`config.mk`:
```
export PLATFORM = sky130hd
export DESIGN_NAME = header_wr_arbiter
export DESIGN_NICKNAME = d
export VERILOG_FILES = /design/src/rtl/header_wr_arbiter.sv
export SDC_FILE = /design/constraint.sdc
export NUM_CORES = 1
export LEC_CHECK = 0
export CORE_ASPECT_RATIO = 1.1
export CORE_MARGIN = 2
export CORE_UTILIZATION = 36
export CTS_CLUSTER_SIZE = 25
export DETAILED_ROUTE_END_ITERATION = 8
export MAX_ROUTING_LAYER = met4
export PLACE_DENSITY = 0.85
export REMOVE_ABC_BUFFERS = 1
export SLEW_MARGIN = 20
export SYNTH_ARGS = -nofsm -noshare
export SYNTH_HDL_FRONTEND = slang
export SYNTH_SLANG_ARGS = --single-unit
```
`constraint.sdc`:
```
create_clock -name clk_wr -period 2.5 [get_ports clk_wr]
set_input_delay 0.625 -clock clk_wr [delete_from_list [all_inputs] [get_ports clk_wr]]
set_output_delay 0.625 -clock clk_wr [all_outputs]
set_load 0.005 [all_outputs]
```
`src/rtl/header_wr_arbiter.sv`:
```
// header_wr_arbiter: round-robin scheduler for the write port of the block-header FIFO.
// One source owns the write port for a whole block of WORDS_PER_BLK 32-bit words.
// The grant is held until the block is complete, so blocks never interleave.
// Optional stall timeout with zero padding: define ARB_TIMEOUT_EN.
// Handshake: a word moves from granted source g when i_req_valid[g] and o_req_ready[g]
// are both high at a rising clk_wr edge. o_wr_en is high in exactly those cycles, and
// o_data_out carries the word in the same cycle. A stalled word stays at its source.
module header_wr_arbiter #(
  parameter int NUM_REQ       = 4,
  parameter int WORDS_PER_BLK = 16,
  parameter int TIMEOUT_CYC   = 256,
  localparam int IW = (NUM_REQ > 1) ? $clog2(NUM_REQ) : 1,
  localparam int WW = $clog2(WORDS_PER_BLK) + 1
) (
  input  logic                    clk_wr,
  input  logic                    rst,
  input  logic [NUM_REQ-1:0]      i_req,
  input  logic [NUM_REQ-1:0]      i_req_valid,
  input  logic [NUM_REQ*32-1:0]   i_req_data,
  output logic [NUM_REQ-1:0]      o_req_ready,
  output logic [NUM_REQ-1:0]      o_gnt,
  input  logic                    i_fifo_full,
  output logic                    o_wr_en,
  output logic [31:0]             o_data_out,
  output logic                    o_busy,
  output logic                    o_blk_done,
  output logic [IW-1:0]           o_blk_src,
  output logic                    o_timeout_err,
  output logic [1:0]              o_dbg_state
);

  typedef enum logic [1:0] {
    S_IDLE = 2'd0,
    S_XFER = 2'd1,
    S_DONE = 2'd2,
    S_PAD  = 2'd3
  } state_t;

  state_t           r_state;
  state_t           w_next;
  logic [IW-1:0]    r_gidx;
  logic [IW-1:0]    r_rr_ptr;
  logic [IW-1:0]    r_blk_src;
  logic [WW-1:0]    r_wcnt;
  logic [31:0]      r_data_q;
  logic [IW-1:0]    w_pick;
  logic [IW-1:0]    w_pick_hi;
  logic [IW-1:0]    w_pick_lo;
  logic             w_hit_hi;
  logic             w_sel_valid;
  logic [31:0]      w_sel_data;
  logic [NUM_REQ-1:0] w_gnt_oh;
  logic             w_last;

  assign w_last      = (r_wcnt == WW'(WORDS_PER_BLK - 1));
  assign o_blk_src   = r_blk_src;
  assign o_dbg_state = r_state;

`ifdef ARB_TIMEOUT_EN
  localparam int SW = $clog2(TIMEOUT_CYC) + 1;
  logic [SW-1:0] r_scnt;
  logic          r_timeout_err;
  logic          w_stall;
  logic          w_stall_hit;

  // A stall cycle is one where the FIFO could take a word but the owner has none.
  assign w_stall       = (r_state == S_XFER) && !w_sel_valid && !i_fifo_full;
  assign w_stall_hit   = w_stall && (r_scnt == SW'(TIMEOUT_CYC - 1));
  assign o_timeout_err = r_timeout_err;

  // Stall counter restarts on every write and outside XFER; the error flag is sticky.
  always_ff @(posedge clk_wr or posedge rst) begin
    if (rst) begin
      r_scnt        <= '0;
      r_timeout_err <= 1'b0;
    end else if (r_state != S_XFER || o_wr_en) begin
      r_scnt <= '0;
    end else if (w_stall_hit) begin
      r_timeout_err <= 1'b1;
    end else if (w_stall) begin
      r_scnt <= r_scnt + SW'(1);
    end
  end
`else
  logic [31:0] w_unused_timeout;
  assign w_unused_timeout = 32'(TIMEOUT_CYC);
  assign o_timeout_err    = 1'b0;
`endif

  // Round-robin pick: lowest requester at or above rr_ptr, else lowest requester overall.
  always_comb begin
    w_pick_hi = '0;
    w_pick_lo = '0;
    w_hit_hi  = 1'b0;
    for (int i = NUM_REQ - 1; i >= 0; i--) begin
      if (i_req[i]) begin
        w_pick_lo = IW'(i);
        if (i >= int'(r_rr_ptr)) begin
          w_pick_hi = IW'(i);
          w_hit_hi  = 1'b1;
        end
      end
    end
    w_pick = w_hit_hi ? w_pick_hi : w_pick_lo;
  end

  // Mux the granted source's valid/data and decode its one-hot grant.
  always_comb begin
    w_sel_valid = 1'b0;
    w_sel_data  = '0;
    w_gnt_oh    = '0;
    for (int i = 0; i < NUM_REQ; i++) begin
      if (r_gidx == IW'(i)) begin
        w_sel_valid = i_req_valid[i];
        w_sel_data  = i_req_data[32*i +: 32];
        w_gnt_oh[i] = 1'b1;
      end
    end
  end

  // State register.
  always_ff @(posedge clk_wr or posedge rst) begin
    if (rst) r_state <= S_IDLE;
    else     r_state <= w_next;
  end

  // Next state: grant on any request, finish on the last word, fall to padding on timeout.
  always_comb begin
    w_next = r_state;
    case (r_state)
      S_IDLE: if (|i_req) w_next = S_XFER;
      S_XFER: begin
        if (o_wr_en && w_last) w_next = S_DONE;
`ifdef ARB_TIMEOUT_EN
        else if (w_stall_hit) w_next = S_PAD;
`endif
      end
`ifdef ARB_TIMEOUT_EN
      S_PAD: if (o_wr_en && w_last) w_next = S_DONE;
`endif
      S_DONE: w_next = S_IDLE;
      default: w_next = S_IDLE;
    endcase
  end

  // Outputs: pass the owner's word straight through; data_out holds when nothing is written.
  always_comb begin
    o_gnt       = '0;
    o_req_ready = '0;
    o_busy      = 1'b0;
    o_blk_done  = 1'b0;
    o_wr_en     = 1'b0;
    o_data_out  = r_data_q;
    case (r_state)
      S_XFER: begin
        o_busy      = 1'b1;
        o_gnt       = w_gnt_oh;
        o_req_ready = i_fifo_full ? '0 : w_gnt_oh;
        o_wr_en     = w_sel_valid && !i_fifo_full;
        if (o_wr_en) o_data_out = w_sel_data;
      end
`ifdef ARB_TIMEOUT_EN
      S_PAD: begin
        o_busy     = 1'b1;
        o_gnt      = w_gnt_oh;
        o_wr_en    = !i_fifo_full;
        o_data_out = 32'h0;
      end
`endif
      S_DONE: o_blk_done = 1'b1;
      default: ;
    endcase
  end

  // Grant bookkeeping, word counter, round-robin pointer and last-written data.
  always_ff @(posedge clk_wr or posedge rst) begin
    if (rst) begin
      r_gidx    <= '0;
      r_rr_ptr  <= '0;
      r_blk_src <= '0;
      r_wcnt    <= '0;
      r_data_q  <= '0;
    end else begin
      if (o_wr_en) r_data_q <= o_data_out;
      case (r_state)
        S_IDLE: begin
          if (|i_req) begin
            r_gidx    <= w_pick;
            r_blk_src <= w_pick;
            r_wcnt    <= '0;
          end
        end
        S_DONE: r_rr_ptr <= (r_gidx == IW'(NUM_REQ - 1)) ? '0 : r_gidx + IW'(1);
        default: if (o_wr_en) r_wcnt <= r_wcnt + WW'(1);
      endcase
    end
  end

endmodule
```
==> results.yml <==
yosys:
  synth_warnings: 0
  netlist_instances: 335
  netlist_area_um2: 3410
  synth_area_per_cell_um2: 10.2
  ys_seq_elements: 43
  synth.distinct_cells: 38
  yosysSeqAreaShare_pct: 31.5
placement:
  globalplace.congestion: 0.835
  hpwl_um: 8560
  dp_slack_ns: -1.00
  placed_cells: 661
  port_buffers: 185
sta:
  tns_ns: -16.11
  grt_setup_unrepaired: "yes"
  hold_violations: 0
  fmax_mhz: 329
  setup_violations: 33
  relSlewSlack_pct: 64.5
  slew_violations: 0
  worst_pin_slew_ns: 0.531
  fin_ws_ns: -0.544
  fin_crit_ns: 3.04
  clock_skew_ns: 0.00336
  finalCritPeriodShare_pct: 122
worst_setup_path:
  start_kind: "input port"
  cp-end-kind: "output port"
  crit_arrival_ns: 2.42
  crit_required_ns: 1.88
  crit_chain: "clkdlybuf4s50_1 > a211o_1 > a21oi_4 > or2_4 > clkinv_8 > buf_12 > buf_12 > mux2_4 > buf_6"
  path_class: "input port to output port"
  path_delay_family: "buffers and inverters"
  path_buf_inv: 5
  crit_fanout: 6
  cpMaxStageDelayCell: "clkdlybuf4s50_1"
  critPathMaxStageDelay_ns: 0.40
  crit_top_cell: "buf_12"
final_layout:
  area_growth_syn_to_layout_pct: 87.5
  diodes: 0
  fillers: 675
  drive_gt1_share_pct: 35.2
  finalNetCount: 727
  layout_commonest_cell: "clkdlybuf4s50_1"
  final_core_util_pct: 68.7
  stdcell_count: 700
  multi_input_area_um2: 2230
  mostFrequentLayoutCells: "145 x clkdlybuf4s50_1, 63 x buf_4, 50 x mux2_4"
  seqCellArea_um2: 1080
run_status:
  status: "finished, violations left"
  violations: "setup timing"
clock_network:
  clk_pin_slew_worst_paths_ns: 0.08
  cts-root-buf: "clkbuf_8"
  postCtsHoldBufs: 0
  worstSkewPairLatency_ns: 0.29
  clockBufferDepth: 2
  cts_tree: "yes"
  numClockSinks: 43
  cts_buffers: 5
  htreeDepth: 2
worst_hold_path:
  min_path_type: "flip-flop to flip-flop"
power_and_ir_drop:
  power_density_nw_per_um2: 762
  power.leakage_nw: 2.76
  finalPower_mw: 4.88
  vdd_drop_max_mv: 0.379
drt:
  final_antenna_net_count: 0
  drt-vias-per-instance: 5.33
  wl_per_cell_um: 18.4
  first_pass_iters: 4
  drt_iter0_markers: 96
  vias: 3729
  routed_wl_um: 12900
  drc: 0
floorplan:
  initial_utilization_pct: 36.7
  dieArea_um2: 10300
  die_y_um: 106
  core_um2: 9310
  die_x_um: 96.8
  ios: 187
  num_rows: 37
grt:
  antenna_found_initial: 0
  grt_max_degree: 40
  grt_pass1_vias: 4021
  grt_overflow: 0
  grt_pass1_wl_um: 19900
  track_usage_pct: 24.5
flow_run:
  drv_cap: 0
-- where the power goes --
| group | internal (mW) | switching, mW | total (mW) |
|---|---|---|---|
| registers | 0.972 | 0.185 | 1.16 |
| clock network | 0.324 | 0.247 | 0.571 |
| logic | 2.06 | 1.09 | 3.15 |
-- synthesized netlist by cell type --
cell type / instances / share of area (%)
mux2_1: 15 / 5.0
dfrtp_1: 43 / 32
buf_2: 4 / 0.59
nor2b_1: 3 / 0.55
o41ai_2: 1 / 0.48
or4_1: 1 / 0.22
o21a_1: 1 / 0.22
a21oi_4: 1 / 0.48
o311ai_4: 1 / 0.77
buf_6: 6 / 2.0
ha_1: 6 / 2.2
mux2i_1: 1 / 0.29
or2_4: 1 / 0.26
conb_1: 1 / 0.11
nor3b_4: 1 / 0.55
buf_1: 1 / 0.11
a21boi_1: 1 / 0.22
clkbuf_1: 18 / 2.0
o311ai_1: 1 / 0.26
o41ai_1: 1 / 0.26
a21oi_1: 3 / 0.44
o31ai_1: 35 / 7.7
and2_1: 8 / 1.5
nand2b_1: 2 / 0.37
o22ai_1: 1 / 0.18
a221oi_1: 32 / 8.2
mux2_4: 49 / 22
buf_4: 2 / 0.44
and3_1: 1 / 0.18
mux2_2: 2 / 0.66
inv_1: 8 / 0.88
a211o_1: 1 / 0.26
nand3_1: 1 / 0.15
inv_2: 2 / 0.22
nor2_1: 37 / 4.1
o211ai_1: 3 / 0.66
o21ai_1: 4 / 0.59
nand2_1: 36 / 4.0
-- registers in the layout, summed over array words and instances (netlist names) --
| signal | flops |
|---|---|
| r_data_q | 32 |
| r_wcnt | 5 |
| r_rr_ptr | 2 |
| o_dbg_state | 2 |
| o_blk_src | 2 |
-- metal layers --
metal,GRT usage (%),routed length [µm]
met1,26.5,5050
met2,45.4,6920
met3,4.73,642
met4,7.65,276
met5,-,0
-- stage by stage --
| stage | instance area [µm²] | hold WS (ns) |
|---|---|---|
| after floorplan | 3240 | 0.458 |
| after global placement | 5710 | 0.467 |
| after detailed placement | 5710 | 0.479 |
| after CTS | 6310 | 0.499 |
| after global routing | 6400 | 0.501 |
| final | 6400 | 0.492 |
-- repair_timing --
action | 4_1_cts | 5_1_grt
cloned | 3 | 2
pin swaps | 9 | 4
gates resized for setup | 206 | 19
setup endpoints to repair | 41 | 48
endpoints found under the hold margin | 0 | 0
buffers inserted | 22 | 8
-- cell type report --
class	count	share of cell area [%]
clock buffers	6	1.29
well taps	117	2.29
inverters	10	0.861
multi-input cells	251	34.9
repair buffers	271	43.2
flip-flops and latches	43	16.9
clock inverters	2	0.548
-- worst reg2reg max path, cell delays in order, from the launching register on --
cell	delay, ns
dfrtp_2	0.47
buf_6	0.15
ha_4	0.17
a211o_1	0.26
a21oi_4	0.13
or2_4	0.18
clkinv_8	0.08
buf_12	0.14
buf_8	0.13
buf_6	0.12
buf_6	0.12
buf_6	0.12
mux2_4	0.29
-- cell families after synthesis --
family	Yosys count	synth area share, %
and+or+nand+nor	91	11.8
DFF	43	31.5
buffers and inverters	41	6.20
other	1	0.110
adders and majority gates	6	2.20
AOI/OAI and AO/OA	86	20.7
muxes	67	27.5
-- path summary, 6_finish.rpt --
path                       cells after the start  slack [ns]        endpoint            from
setup / recovery                               9       -0.54  o_data_out[15]  i_req_valid[1]
hold / removal                                 1        0.49    r_data_q[19]    r_data_q[19]
setup reg to reg                              12        0.04     r_data_q[5]    o_blk_src[1]
hold reg to reg                                1        0.49    r_data_q[19]    r_data_q[19]
max in group asynchronous                      3        1.30    r_data_q[27]             rst
min in group asynchronous                      2        0.69       r_wcnt[0]             rst
Power figures use the tool's default switching activity.
